### config.mk
export PLATFORM = sky130hd
export DESIGN_NAME = stage_sequencer
export DESIGN_NICKNAME = d
export VERILOG_FILES = /design/src/rtl/stage_sequencer.sv
export SDC_FILE = /design/constraint.sdc
export NUM_CORES = 1
export LEC_CHECK = 0
export ABC_AREA = 1
export BUFFER_PORTS_ARGS = -buffer_cell sky130_fd_sc_hd__buf_2
export CORE_MARGIN = 4
export CORE_UTILIZATION = 40
export DETAILED_ROUTE_END_ITERATION = 7
export PLACE_DENSITY = 0.73
export RECOVER_POWER = 100
export SLEW_MARGIN = 5
export SYNTH_ARGS = -nofsm -noshare
export SYNTH_HDL_FRONTEND = slang
export SYNTH_SLANG_ARGS = --single-unit
### constraint.sdc
create_clock -name sysclk -period 5.55 [get_ports sysclk]
set_input_delay 1.11 -clock sysclk [delete_from_list [all_inputs] [get_ports sysclk]]
set_output_delay 1.11 -clock sysclk [all_outputs]
set_load 0.005 [all_outputs]
### src/rtl/stage_sequencer.sv
// Stage sequencer for the five-stage multi-cycle CPU: one-hot stage enables on a single clock.
// Latency: PAUSE->F one cycle, then 5 cycles per instruction plus one per stalled M cycle.
// Backpressure: M holds while memory waits or a UART store meets a busy transmitter.
module stage_sequencer #(
  parameter int RET_CNT_W   = 32,
  parameter int STALL_CNT_W = 32
) (
  input  logic                   sysclk,
  input  logic                   reset,
  input  logic                   run_i,
  input  logic                   step_i,
  input  logic                   halt_i,
  input  logic                   mem_wait_i,
  input  logic                   uart_store_i,
  input  logic                   uart_busy_i,
  output logic                   fetch_en,
  output logic                   decode_en,
  output logic                   exec_en,
  output logic                   mem_en,
  output logic                   wb_en,
  output logic [2:0]             stage_o,
  output logic                   paused_o,
  output logic                   halted_o,
  output logic [RET_CNT_W-1:0]   retired_o,
  output logic [STALL_CNT_W-1:0] stall_cycles_o
);

  typedef enum logic [2:0] {
    ST_F     = 3'd0,
    ST_D     = 3'd1,
    ST_E     = 3'd2,
    ST_M     = 3'd3,
    ST_W     = 3'd4,
    ST_PAUSE = 3'd5,
    ST_HALT  = 3'd6
  } state_t;

  state_t                 state_q, state_d;
  logic                   halt_pending_q, halt_pending_d;
  logic                   step_mode_q, step_mode_d;
  logic [RET_CNT_W-1:0]   retired_q, retired_d;
  logic [STALL_CNT_W-1:0] stall_cnt_q, stall_cnt_d;
  logic                   mem_stall;

  // M cannot commit while data memory is busy or a UART store would overrun the transmitter
  assign mem_stall = mem_wait_i | (uart_store_i & uart_busy_i);

  // State register; reset parks the machine in PAUSE so every enable drops at once
  always_ff @(posedge sysclk or posedge reset) begin
    if (reset) begin
      state_q <= ST_PAUSE;
    end else begin
      state_q <= state_d;
    end
  end

  // Control flags and debug/perf counters
  always_ff @(posedge sysclk or posedge reset) begin
    if (reset) begin
      halt_pending_q <= 1'b0;
      step_mode_q    <= 1'b0;
      retired_q      <= '0;
      stall_cnt_q    <= '0;
    end else begin
      halt_pending_q <= halt_pending_d;
      step_mode_q    <= step_mode_d;
      retired_q      <= retired_d;
      stall_cnt_q    <= stall_cnt_d;
    end
  end

  // Next-state: stages advance unconditionally except stalled M; W picks halt, pause or next fetch
  always_comb begin
    state_d = state_q;
    case (state_q)
      ST_F:     state_d = ST_D;
      ST_D:     state_d = ST_E;
      ST_E:     state_d = ST_M;
      ST_M:     if (!mem_stall) state_d = ST_W;
      ST_W: begin
        if (halt_pending_q) begin
          state_d = ST_HALT;
        end else if (step_mode_q || !run_i) begin
          state_d = ST_PAUSE;
        end else begin
          state_d = ST_F;
        end
      end
      ST_PAUSE: if (run_i || step_i) state_d = ST_F;
      ST_HALT:  state_d = ST_HALT;
      default:  state_d = ST_PAUSE;
    endcase
  end

  // Next flag/counter values; counters wrap naturally at their width
  always_comb begin
    halt_pending_d = halt_pending_q;
    step_mode_d    = step_mode_q;
    retired_d      = retired_q;
    stall_cnt_d    = stall_cnt_q;

    if (state_q == ST_E && halt_i) begin
      halt_pending_d = 1'b1;
    end

    // A single-step instruction is retired at W; clearing here is harmless on the other W exits
    if (state_q == ST_W) begin
      step_mode_d = 1'b0;
      retired_d   = retired_q + RET_CNT_W'(1);
    end

    // run_i has priority over step_i, so step mode only arms when paused without run
    if (state_q == ST_PAUSE && !run_i && step_i) begin
      step_mode_d = 1'b1;
    end

    if (state_q == ST_M && mem_stall) begin
      stall_cnt_d = stall_cnt_q + STALL_CNT_W'(1);
    end
  end

  // Output decode from registered state; only mem_en also looks at the stall inputs
  always_comb begin
    fetch_en  = 1'b0;
    decode_en = 1'b0;
    exec_en   = 1'b0;
    mem_en    = 1'b0;
    wb_en     = 1'b0;
    case (state_q)
      ST_F:    fetch_en  = 1'b1;
      ST_D:    decode_en = 1'b1;
      ST_E:    exec_en   = 1'b1;
      ST_M:    mem_en    = !mem_stall;
      ST_W:    wb_en     = 1'b1;
      default: ;
    endcase
    stage_o  = state_q;
    paused_o = (state_q == ST_PAUSE);
    halted_o = (state_q == ST_HALT);
  end

  assign retired_o      = retired_q;
  assign stall_cycles_o = stall_cnt_q;

endmodule

==> results by group <==
Outcome
  – Run status: complete, no violations

STA
  – Slew at the pin closest to its max-slew limit: 983 ps
  – Hold WS: 515 ps
  – Relative slew margins: 34.2%
  – Clk_skew: 7.85 ps
  – Final Critical Period: 3000 ps
  – Fin crit share: 54.0%
  – Slew Viols, Final: 0
  – Final-layout setup total negative slack: 0 ps
  – Final Setup Violations: 0
  – Highest clock frequency the design can meet: 334 MHz
  – Unrepaired setup endpoints after global routing: false
  – Final number of hold-violating endpoints: 0

Route
  – Detail-routed net length per standard cell: 12.7 um
  – Number of remaining DRC errors: 0
  – Antenna-violating nets left: 0
  – Wire length reported by the detailed router: 9240 um
  – Count of TritonRoute iterations in the first routing pass: 4
  – Vias: 3517
  – Vias per Instance: 4.83
  – First DRT Iteration DRCs: 174

Critical path
  – Peak fanout along the critical path: 13
  – Sequence of cells on the critical path: nand2_1 -> inv_1 -> clkbuf_1
  – Category of the most critical setup path: reg -> out
  – Setup slack of the worst register-to-register path: 2970 ps
  – Number of buffers and inverters on the critical path: 2
  – Largest stage delay on the critical path: 690 ps
  – Worst endpoint data arrival time: 1890 ps
  – Standard cell with the maximum stage delay on the critical path: dfstp_1
  – Sort of element at the end of the critical path: output pin
  – Data required time at the worst endpoint: 4440 ps
  – Kind of start point of the critical path: flop
  – Kind of cell adding the most delay to the critical path: flip-flops

Die
  – FP Rows: 35
  – Initial cell density of the core: 41.7%
  – Number of I/O pins: 82
  – Vertical extent of the die: 107 um
  – Area of the die: 11500 um^2
  – Core area: 9420 um^2
  – Die Wd: 107 um

Synth
  – Portion of the post-synthesis area used by sequential elements: 44.0%
  – Synth Net Count: 515
  – Most used DFF post-synth: dfrtp_1
  – Synthesized instance count: 505
  – Fraction of registers with async set or reset after synthesis: 100%
  – YS warnings: 0
  – Number of flops mapped to enable cells by yosys: 0
  – Number of different library cells in the post-synthesis netlist: 30
  – Mean instance size in the synthesized netlist: 7.78 um^2
  – Flop and latch count out of synthesis: 69
  – Cell area after synthesis: 3930 um^2

Power and ir drop
  – Clock share of power: 35.2%
  – Comb pwr share: 18.2%
  – Sequential fraction of design power: 46.5%
  – Leakage power figure: 2.24 nW
  – Switch Pwr: 0.388 mW
  – Pwr dens: 288 nW/um^2
  – Switching part of the total power: 29.7%
  – Int Power: 0.917 mW
  – Worst supply voltage drop on vdd: 0.133 mV

Clock tree
  – Number of clock buffers inserted by TritonCTS: 9
  – Clock root cell: clkbuf_8
  – H-tree depth: 3
  – Clock Tree Buf Depth: 2
  – Post-CTS Hold Buffers: 0
  – Clock-pin slew on the worst setup and hold paths: 70 ps
  – Clk Latency, worst-skew pair: 340 ps
  – Clock tree from TritonCTS: built
  – # Post-CTS Setup Buffers: 0
  – Post-cts resize count: 0
  – TritonCTS sink count: 69

Cells and area
  – Net count of the finished layout: 604
  – Post-synthesis to final-layout area growth: 15.3%
  – Final core utilization: 48.1%
  – Number of inserted diodes: 0
  – Fraction of final layout cells with drive strength greater than 1: 12.4%
  – Non-filler instance count after layout: 728
  – Cell area after layout: 4530 um^2

GRT
  – Wire length of the first global-routing pass: 15600 um
  – Maximum number of pins on one net before global-route repair: 70
  – Routing layer with the top usage in global route: met2
  – Met2 global-route usage: 29.4%
  – Global-route congestion overflow total: 0
  – Met1 GRT Util: 20.4%
  – All-layer global routing usage: 16.9%
  – Antenna violations before repair: 0
  – Number of global-route vias before repair: 3452
  – GR Util met3: 5.06%

Worst hold path
  – Class of the tightest hold or removal check: reg -> reg

Placement
  – Estimated wirelength of the detail-placed design: 7080 um
  – Input/output buffers: 81
  – Number of cells in the design after placement: 712
  – Placement-stage cell area: 4460 um^2
  – Weighted congestion reported at the end of routability-driven placement: 0.895

Run
  – Number of max-capacitance violations reported: 0
-- per-layer routing --
layer,part of all wire (%),vias to the layer above
li1,-,1747
met1,45,1677
met2,50,86
met3,4.5,7
met4,0.91,0
met5,0,-
-- cells in the final DEF, fill, tap and decap left out, types with 3 or more instances in the layout --
master	instances
clkbuf_1	41
nand2_2	4
inv_1	67
nand4_1	21
dfrtp_1	67
o21ai_0	9
nand2_1	156
nand3_1	28
buf_2	38
inv_2	4
nand3b_1	5
xor2_1	18
nor2_1	71
nor2_2	3
xnor2_1	18
nor3_1	13
clkbuf_8	11
-- worst paths after layout --
| kind | startpoint | endpoint | depth (start not counted) |
|---|---|---|---|
| min in group asynchronous | reset | retired_o[30]$_DFFE_PP0N_ | 3 |
| max in group asynchronous | reset | step_mode_q$_DFFE_PP0P_ | 3 |
| worst min-delay path | stall_cycles_o[4]$_DFFE_PP0P_ | stall_cycles_o[4]$_DFFE_PP0P_ | 1 |
| worst max register to register | stage_o[0]$_DFFE_PP1P_ | stall_cycles_o[17]$_DFFE_PP0P_ | 7 |
| worst max-delay path | stage_o[2]$_DFFE_PP1P_ | wb_en | 3 |
| worst min register to register | stall_cycles_o[4]$_DFFE_PP0P_ | stall_cycles_o[4]$_DFFE_PP0P_ | 1 |
-- synth_stat cells, types with 4 or more instances --
cell type / n / area share (%)
nand2_4: 4 / 1.1
dfrtp_1: 67 / 43
nor2_4: 6 / 1.7
nand2_2: 5 / 0.80
inv_1: 66 / 6.3
xnor2_1: 18 / 4.0
nand2_1: 152 / 15
o21ai_1: 4 / 0.51
nor2_1: 60 / 5.7
nor2_2: 8 / 1.3
xor2_1: 18 / 4.0
inv_2: 6 / 0.57
nand3b_1: 5 / 0.96
nand4_1: 21 / 3.3
o21ai_0: 6 / 0.76
nand3_1: 28 / 3.6
nor3_1: 11 / 1.4
-- layout make-up --
type | count | area, um^2
Fill cell | 947 | 4890
Inverter | 72 | 270
Sequential cell | 69 | 1730
Clock buffer | 12 | 155
Tap cell | 129 | 161
Multi-Input combinational cell | 360 | 1780
Timing Repair Buffer | 82 | 362
Clock inverter | 4 | 70.1
-- flip-flops by register name (all words and copies together) (netlist names) --
signal / count
step_mode_q: 1
retired_o: 32
halt_pending_q: 1
stage_o: 3
stall_cycles_o: 32
-- cell families after synthesis --
| kind of cell | after synthesis | synth area share [%] |
|---|---|---|
| adder cells (fa/ha/maj) | 2 | 0.637 |
| buffers and inverters | 76 | 7.96 |
| flip-flops | 69 | 44.0 |
| XOR/XNOR | 36 | 8.03 |
| AO/OA/AOI/OAI | 12 | 1.72 |
| AND/OR/NAND/NOR | 310 | 37.6 |
-- power by group through the flow --
stage,logic (mW),clock network [mW],registers [mW]
finish,0.238,0.460,0.608
global route,0.273,0.500,0.615
CTS,0.263,0.476,0.610
detailed placement,0.261,0,0.619
global placement,0.256,0,0.616
floorplan,0.177,0,0.608
-- per-stage QoR --
| stage | worst slack (ps) | power [mW] |
|---|---|---|
| after global routing | 2350 | 1.39 |
| final | 2550 | 1.31 |
| after detailed placement | 2820 | 0.880 |
| after floorplan | 2700 | 0.785 |
| after CTS | 2820 | 1.35 |
| after global placement | 2840 | 0.872 |
Power figures use the tool's default switching activity.
